==> config.mk <==
export PLATFORM = sky130hd
export DESIGN_NAME = pre_i_seq_ctrl
export DESIGN_NICKNAME = d
export VERILOG_FILES = /design/src/rtl/pre_i_seq_ctrl.sv
export SDC_FILE = /design/constraint.sdc
export NUM_CORES = 1
export LEC_CHECK = 0
export BUFFER_PORTS_ARGS = -buffer_cell sky130_fd_sc_hd__buf_4
export CORE_MARGIN = 8
export CORE_UTILIZATION = 56
export CTS_BUF_LIST = sky130_fd_sc_hd__clkbuf_8
export CTS_CLUSTER_SIZE = 28
export DETAILED_ROUTE_END_ITERATION = 7
export PLACE_DENSITY = 0.87
export SYNTH_ARGS = -nofsm -noshare
export SYNTH_HDL_FRONTEND = slang
export SYNTH_SLANG_ARGS = --single-unit
==> constraint.sdc <==
create_clock -name i_clk -period 3.45 [get_ports i_clk]
set_clock_uncertainty 0.05 [all_clocks]
set_input_delay 0.345 -clock i_clk [delete_from_list [all_inputs] [get_ports i_clk]]
set_output_delay 0.345 -clock i_clk [all_outputs]
set_load 0.01 [all_outputs]
==> src/rtl/pre_i_seq_ctrl.sv <==
// pre_i_seq_ctrl
// Block sequencer for the pre-intra mode-decision pipeline. A start pulse in
// IDLE launches a frame. Each enabled cycle steps a per-block cycle counter,
// and a wrap of that counter steps the block counter. The block also produces
// a run-enable shift chain for the datapath stages, and a finish pulse after
// the drain blocks.
//
// State table:
//   state   | meaning
//   ST_IDLE | waiting for i_start; counters and run chain held at 0
//   ST_RUN  | frame in progress; counters step on i_enable
//
// Ports:
//   i_clk        clock
//   i_rst        synchronous reset, active-high (overrides everything)
//   i_start      frame request, honoured only in IDLE
//   i_enable     advance strobe; low stalls all RUN state
//   i_abort      synchronous cancel back to IDLE (no finish)
//   o_busy       high while in RUN
//   o_cyclecnt   cycle index inside the current block
//   o_blockcnt   current block index
//   o_newblock   one-cycle pulse after each block wrap
//   o_run        run[0] gate plus RUN_STAGES-1 delayed copies
//   o_finish     one-cycle frame-done pulse
module pre_i_seq_ctrl #(
    parameter int CYC_PER_BLK = 41,
    parameter int NUM_BLK     = 64,
    parameter int DRAIN_BLK   = 2,
    parameter int FIN_CYC     = 10,
    parameter int RUN_START   = 5,
    parameter int RUN_STOP    = 1,
    parameter int RUN_STAGES  = 3,
    parameter int CYC_W       = 6,
    parameter int BLK_W       = 7
) (
    input  logic                  i_clk,
    input  logic                  i_rst,
    input  logic                  i_start,
    input  logic                  i_enable,
    input  logic                  i_abort,
    output logic                  o_busy,
    output logic [CYC_W-1:0]      o_cyclecnt,
    output logic [BLK_W-1:0]      o_blockcnt,
    output logic                  o_newblock,
    output logic [RUN_STAGES-1:0] o_run,
    output logic                  o_finish
);

    localparam logic [CYC_W-1:0] CYC_LAST  = CYC_W'(CYC_PER_BLK - 1);
    localparam logic [CYC_W-1:0] CYC_FIN   = CYC_W'(FIN_CYC);
    localparam logic [CYC_W-1:0] CYC_START = CYC_W'(RUN_START);
    localparam logic [CYC_W-1:0] CYC_STOP  = CYC_W'(RUN_STOP);
    localparam logic [BLK_W-1:0] BLK_DATA  = BLK_W'(NUM_BLK);
    localparam logic [BLK_W-1:0] BLK_LAST  = BLK_W'(NUM_BLK + DRAIN_BLK - 1);

    typedef enum logic {
        ST_IDLE = 1'b0,
        ST_RUN  = 1'b1
    } state_t;

    state_t                  r_state;
    state_t                  w_state_nxt;
    logic [CYC_W-1:0]        r_cyc;
    logic [CYC_W-1:0]        w_cyc_nxt;
    logic [BLK_W-1:0]        r_blk;
    logic [BLK_W-1:0]        w_blk_nxt;
    logic [RUN_STAGES-1:0]   r_run;
    logic [RUN_STAGES-1:0]   w_run_nxt;
    logic                    r_newblock;
    logic                    w_newblock_nxt;
    logic                    r_finish;
    logic                    w_finish_nxt;

    logic w_wrap;
    logic w_fin_hit;
    logic w_run0_nxt;

    assign w_wrap    = (r_cyc == CYC_LAST);
    assign w_fin_hit = (r_blk == BLK_LAST) && (r_cyc == CYC_FIN);

    // run[0] window opens late in a block and closes early in the next one,
    // so it straddles the block boundary. Blocks past the data range never
    // reopen it, which lets the last data block's window close naturally.
    always_comb begin
        w_run0_nxt = r_run[0];
        if ((r_cyc == CYC_START) && (r_blk < BLK_DATA)) begin
            w_run0_nxt = 1'b1;
        end else if (r_cyc == CYC_STOP) begin
            w_run0_nxt = 1'b0;
        end
    end

    always_comb begin
        w_state_nxt    = r_state;
        w_cyc_nxt      = r_cyc;
        w_blk_nxt      = r_blk;
        w_run_nxt      = r_run;
        w_newblock_nxt = 1'b0;
        w_finish_nxt   = 1'b0;

        case (r_state)
            ST_IDLE: begin
                w_cyc_nxt = '0;
                w_blk_nxt = '0;
                w_run_nxt = '0;
                if (i_start) begin
                    w_state_nxt = ST_RUN;
                end
            end

            ST_RUN: begin
                if (i_abort) begin
                    // abort wins over a coincident finish condition
                    w_state_nxt = ST_IDLE;
                    w_cyc_nxt   = '0;
                    w_blk_nxt   = '0;
                    w_run_nxt   = '0;
                end else if (i_enable) begin
                    if (w_fin_hit) begin
                        w_state_nxt  = ST_IDLE;
                        w_cyc_nxt    = '0;
                        w_blk_nxt    = '0;
                        w_run_nxt    = '0;
                        w_finish_nxt = 1'b1;
                    end else begin
                        if (w_wrap) begin
                            w_cyc_nxt      = '0;
                            w_newblock_nxt = 1'b1;
                            if (r_blk != BLK_LAST) begin
                                w_blk_nxt = r_blk + BLK_W'(1);
                            end
                        end else begin
                            w_cyc_nxt = r_cyc + CYC_W'(1);
                        end
                        w_run_nxt[0] = w_run0_nxt;
                        for (int i = 1; i < RUN_STAGES; i++) begin
                            w_run_nxt[i] = r_run[i-1];
                        end
                    end
                end
            end

            default: begin
                w_state_nxt = ST_IDLE;
                w_cyc_nxt   = '0;
                w_blk_nxt   = '0;
                w_run_nxt   = '0;
            end
        endcase
    end

    always_ff @(posedge i_clk) begin
        if (i_rst) begin
            r_state    <= ST_IDLE;
            r_cyc      <= '0;
            r_blk      <= '0;
            r_run      <= '0;
            r_newblock <= 1'b0;
            r_finish   <= 1'b0;
        end else begin
            r_state    <= w_state_nxt;
            r_cyc      <= w_cyc_nxt;
            r_blk      <= w_blk_nxt;
            r_run      <= w_run_nxt;
            r_newblock <= w_newblock_nxt;
            r_finish   <= w_finish_nxt;
        end
    end

    assign o_busy     = (r_state == ST_RUN);
    assign o_cyclecnt = r_cyc;
    assign o_blockcnt = r_blk;
    assign o_newblock = r_newblock;
    assign o_run      = r_run;
    assign o_finish   = r_finish;

endmodule

# [Yosys cells after proc, flatten, opt, wreduce, memory -nomap -nowiden]
# Cells that the tools add are included.
[classes] reduce_logical=6 eq_ne=10 n_mul=0 shifts=0 n_addsub=2 n_div=0 n_mux=24 bitwise=2 order_cmp=1
[ops] cell="7-bit 2-to-1 mux" n=5
[ops] cell="6-bit 2-to-1 mux" n=4
[ops] cell="7-bit case mux with 2 select lines" n=1
[ops] cell="6-bit case mux with 2 select lines" n=1
[ops] cell="3-bit 2-to-1 mux" n=3
[ops] cell="1-bit 2-to-1 mux" n=8
[ops] cell="4-bit by 2-bit inequality test with 1-bit output (second input constant)" n=2
[ops] cell="7-bit by 1-bit adder with 7-bit output (second input constant)" n=1
[ops] cell="7-bit == test (second input constant)" n=1
[ops] cell="7-bit < comparator (second input constant)" n=1
[ops] cell="7-bit inequality test (second input constant)" n=1
[ops] cell="6-bit by 1-bit adder with 6-bit output (second input constant)" n=1
[ops] cell="6-bit by 1-bit == test with 1-bit output (second input constant)" n=1
[ops] cell="6-bit by 3-bit == test with 1-bit output (second input constant)" n=1
[ops] cell="6-bit by 4-bit == test with 1-bit output (second input constant)" n=1
[ops] cell="6-bit == test (second input constant)" n=1
[ops] cell="3-bit case mux with 2 select lines" n=1
[ops] cell="5-bit by 2-bit inequality test with 1-bit output (second input constant)" n=1
[ops] cell="5-bit OR reduction" n=1
[ops] cell="4-bit OR reduction" n=1
[ops] cell="3-bit inequality test (second input constant)" n=1
[ops] cell="3-bit AND reduction" n=1
[ops] cell="1-bit logical AND" n=2
[ops] cell="1-bit NOT" n=2
[ops] cell="2 further kinds" n=2
[word_totals] output_inout_bits=19 mem_bits_ro=0 memories=0 latch_bits=0 input_bits=5 register_bits=19 ramBits=0

# [Logic depth before layout (Yosys ltp)]
[depth] ltp_word=7 depth_mapped=7 ltp_nobuf=6

# [Worst setup path before layout]
# Ideal clock, no wire load.
[synth_path] path_kind="flip-flop to flip-flop" from="reg r_blk[1], in the netlist o_blockcnt[1]" to="reg r_blk[1], in the netlist o_blockcnt[1]" path_slack_ns=1.658 setup_time_ns=0.074 stages_incl_launch_ff=8 t_required_ns=3.326 n_path_buf=1 arrival_ns=1.668 cell_sequence="dfxtp_1 > inv_1 > ha_1 > nor2b_1 > and2_4 > buf_6 > or4_1 > a31oi_1"
[synth_between] elab_chain_cells=7
[synth_lines] item="from (decl)" line="65" rtl="logic [BLK_W-1:0] r_blk;"
[synth_lines] item="from (signal assigned)" line="163" rtl="r_blk <= w_blk_nxt;"
[synth_lines] item="7-bit by 1-bit adder with 7-bit output" line="130" rtl="w_blk_nxt = r_blk + BLK_W'(1);"
[synth_lines] item="7-bit 2-to-1 mux" line="129" rtl="if (r_blk != BLK_LAST) begin"
[synth_lines] item="7-bit 2-to-1 mux" line="126" rtl="if (w_wrap) begin"
[synth_lines] item="7-bit 2-to-1 mux" line="119" rtl="if (w_fin_hit) begin"
[synth_lines] item="7-bit 2-to-1 mux" line="118" rtl="end else if (i_enable) begin"
[synth_lines] item="7-bit 2-to-1 mux" line="112" rtl="if (i_abort) begin"
[synth_lines] item="7-bit case mux with 2 select lines" line="101" rtl="case (r_state)"
# Several ways; a longest one is shown, not always the timed one. The select of a mux whose other input is x is not followed.
# A chain may end at the register's enable or synchronous reset.

# [Worst setup path in the final report]
[layout_path] from="reg r_cyc[0], in the netlist o_cyclecnt[0]" to="reg r_blk[4], in the netlist o_blockcnt[4]"
[layout_between] elab_chain_cells=6
[layout_lines] item="from (decl)" line="63" rtl="logic [CYC_W-1:0] r_cyc;"
[layout_lines] item="from (signal assigned)" line="162" rtl="r_cyc <= w_cyc_nxt;"
[layout_lines] item="6-bit by 4-bit == test with 1-bit output" line="79" rtl="assign w_fin_hit = (r_blk == BLK_LAST) && (r_cyc == CYC_FIN);"
[layout_lines] item="1-bit logical AND" line="79"
[layout_lines] item="7-bit 2-to-1 mux" line="119"
[layout_lines] item="7-bit 2-to-1 mux" line="118"
[layout_lines] item="7-bit 2-to-1 mux" line="112"
[layout_lines] item="7-bit case mux with 2 select lines" line="101"
# Several ways; a longest one is shown, not always the timed one. The select of a mux whose other input is x is not followed.

==> results.md <==
* Sequential area share after synthesis at between 30% and 40%
* Most common cell in the netlist: dfxtp_1
* Core Util, Final at a little under three quarters
* Total of warnings raised by yosys at 0
* CTS max path bufs at 2
* Setup-failing EPs final at 0
* WL per Instance at 16.1 um
* CTS resizes at 0
* Async S/R FF share, synth at 0%
* Commonest cells post-synth: dfxtp_1 (19), nand2_1 (13), nor2_1 (9), a21oi_1 (7), nand3_1 (7)
* Gate power share at 6.2%
* CTS H-Tree Depth at 1
* Synthesis-stage register bit count at 19
* Detailed Route Iter0 Violations at 40
* Prevailing post-synth register cell: dfxtp_1
* Crit path time final at 1.95 ns
* Fill cells at 140
* Routed wire length at approximately 2.7 mm
* Post-DRT Antenna Nets at 0
* Rows at 15
* Yosys top cell by area: dfxtp_1
* Fmax at approximately 500 MHz
* Seq pwr share at a little under three fifths
* Final Net Count at between 150 and 200
* CP peak stage delay at roughly 0.47 ns
* Area growth from synthesis to layout at 19.7%
* Synth Instances at 117
* Leakage power at approximately 0.47 nW
* Max cap viols at 0
* Worst-case vdd ir drop at between 0.0003 and 0.0004 V
* Die Area at between 3000 and 4000 um2
* Crit path required time at between 3 and 4 ns
* Worst setup EP type: flip-flop
* Synth top area cells: dfxtp_1 (36%), ha_1 (7.2%), nand2_1 (4.7%)
* Io pins at 24
* Post-synth EDFFs at 0
* Rel. slew slack at between 60% and 70%
* Crit path cell chain: inv_1, ha_1, nand4b_1, nor3b_1, or4b_1, a21oi_1
* Ratio of cells with drive above 1 in the final layout at a little under a quarter
* TritonCTS Buffers at 3
* Die Ht at between 50 and 60 um
* Port bufs at 23
* Root Buffer: clkbuf_8
* Sink Count at 19
* RSZ-0062 raised after global routing: false
* Slew Viols, Final at 0
* Die X at around 59 um
* Status: completed
* Setup Crit Path Kind: reg -> reg
* Post-synth top area share at approximately 36%
* First-pass GRT wire length at about 4.3 mm
* Placer Congestion at between 0.9 and 1
* Yosys cell types at about 40
* Slowest-stage cell, CP: or4b_1
* Hold Crit Class: in -> reg
* Initial Utilization at approximately three fifths
* Clock slew at reported path FFs at 0.07 ns
* PD cells at 324 nW/um2
* Worst-Margin Slew at 0.584 ns
* Drt first pass iters at 5
* Critical Path AT at 2.09 ns
* Sw frac at a little under a quarter
* Post-Route Setup TNS at 0 ns
* Internal power at 312 uW
* CTS tree: yes
* Routed vias/inst at between 5 and 6
* Fin crit share at a little under three fifths
* Syn nets at between 100 and 150
* Type of origin of the critical path: flip-flop
* Ant. Diodes at 0
* Clk pwr share at about two fifths
* Via count of the first global-routing pass at slightly above 900
* Largest net degree at the start of global routing at 13
* Mapped cell area at ~1000 um2
* Switching power at ~93 uW
* Antenna violations before repair at 0
* Total core area at about 1700 um2
* DRC at 0
* # hold bufs at CTS at 0
* DP Wirelength at around 2.0 mm
* Post-CTS Setup Inserts at 0
* CP max FO at 5
* Grt ovf at 0
* Vias at 961
* Avg Inst Size Synth at about 8.9 um2
* Final hold vios at 0
* Global Route Usage Sum at about 16%
* Clock Latency Late Sink at between 0.2 and 0.3 ns
-- final cells by class --
class                           instances  area, um2  share of cell area, %
Tap cell                               25       31.3                   2.50
Clock inverter                          1       5.00                  0.400
Sequential cell                        19        380                   30.4
Inverter                                5       18.8                   1.50
Clock buffer                            3       41.3                   3.30
Timing Repair Buffer                   23        173                   13.8
Multi-Input combinational cell         89        603                   48.2
-- power groups by stage --
| stage | Combinational [mW] | Sequential, mW | Clock, mW |
|---|---|---|---|
| after global placement | 0.0236 | 0.228 | 0 |
| after detailed placement | 0.0247 | 0.228 | 0 |
| final | 0.0252 | 0.223 | 0.157 |
| after CTS | 0.0251 | 0.223 | 0.159 |
| after floorplan | 0.0158 | 0.228 | 0 |
| after global routing | 0.0275 | 0.224 | 0.167 |
-- metrics by stage --
step | total power, mW | instance area (um2) | std cells | hold WS [ns] | setup slack (ns)
6_report | 0.405 | 1250 | 165 | 0.236 | 1.50
3_3_place_gp | 0.252 | 1210 | 161 | 0.399 | 1.61
2_1_floorplan | 0.244 | 1050 | 117 | 0.401 | 1.66
5_1_grt | 0.418 | 1250 | 165 | 0.246 | 1.40
3_5_place_dp | 0.253 | 1210 | 161 | 0.426 | 1.58
4_1_cts | 0.407 | 1250 | 165 | 0.240 | 1.54
-- registers in the layout, indices dropped and copies added, names as in the netlist --
name,count
o_blockcnt,7
o_busy,1
o_newblock,1
o_cyclecnt,6
o_run,3
o_finish,1
-- critical path: cells and delay by family, from the launching register on --
family,cells,cell delay [ns]
flops,1,0.36
fa+ha+maj,1,0.24
buf+inv,1,0.13
simple gates,3,0.94
compound gates,1,0.15
-- kinds of logic (layout without fill, tap and decap cells) --
group	after synthesis	in the layout	share of synthesized area, %
compound gates	18	18	10.8
simple gates	58	58	33.6
buf+inv	9	32	5.98
mux	2	2	1.91
xor+xnor	5	5	4.19
flops	19	19	36.4
fa+ha+maj	6	6	7.18
-- cells in the final DEF, fill, tap and decap left out, drive strengths merged, types with 2 or more instances in the layout --
cell type and count:
and2 2, dfxtp 19, clkbuf 3, nand2 14, nor4b 2, nor2 9, nor4 2, nor3b 3
ha 6, o21ai 4, a21oi 7, nand4b 2, and3 2, or4b 2, mux2i 2, inv 5
nand2b 2, nand3 7, nand4 4, buf 23, or3b 2, xor2 4, a31oi 3
-- routing by layer --
metal / track usage [%] / routed length (um) / vias to the layer above / share of wire, %
met5: 0 / 0 / - / 0
met4: 8.87 / 49 / 0 / 1.8
met3: 3.90 / 161 / 6 / 6.1
met2: 26.8 / 1330 / 39 / 50
met1: 17.8 / 1110 / 451 / 42
li1: - / - / 465 / -
-- worst paths after layout --
check	endpoint	cells past startpoint	slack [ns]	startpoint
setup / recovery	o_blockcnt[4]$_SDFFE_PP0P_	6	1.50	o_cyclecnt[0]$_SDFFE_PP0P_
hold reg to reg	o_run[2]$_SDFFE_PP0P_	2	0.43	o_run[2]$_SDFFE_PP0P_
hold / removal	o_busy$_SDFF_PP0_	3	0.24	i_start
setup reg to reg	o_blockcnt[4]$_SDFFE_PP0P_	6	1.50	o_cyclecnt[0]$_SDFFE_PP0P_
(Power assumes the default switching activity.)
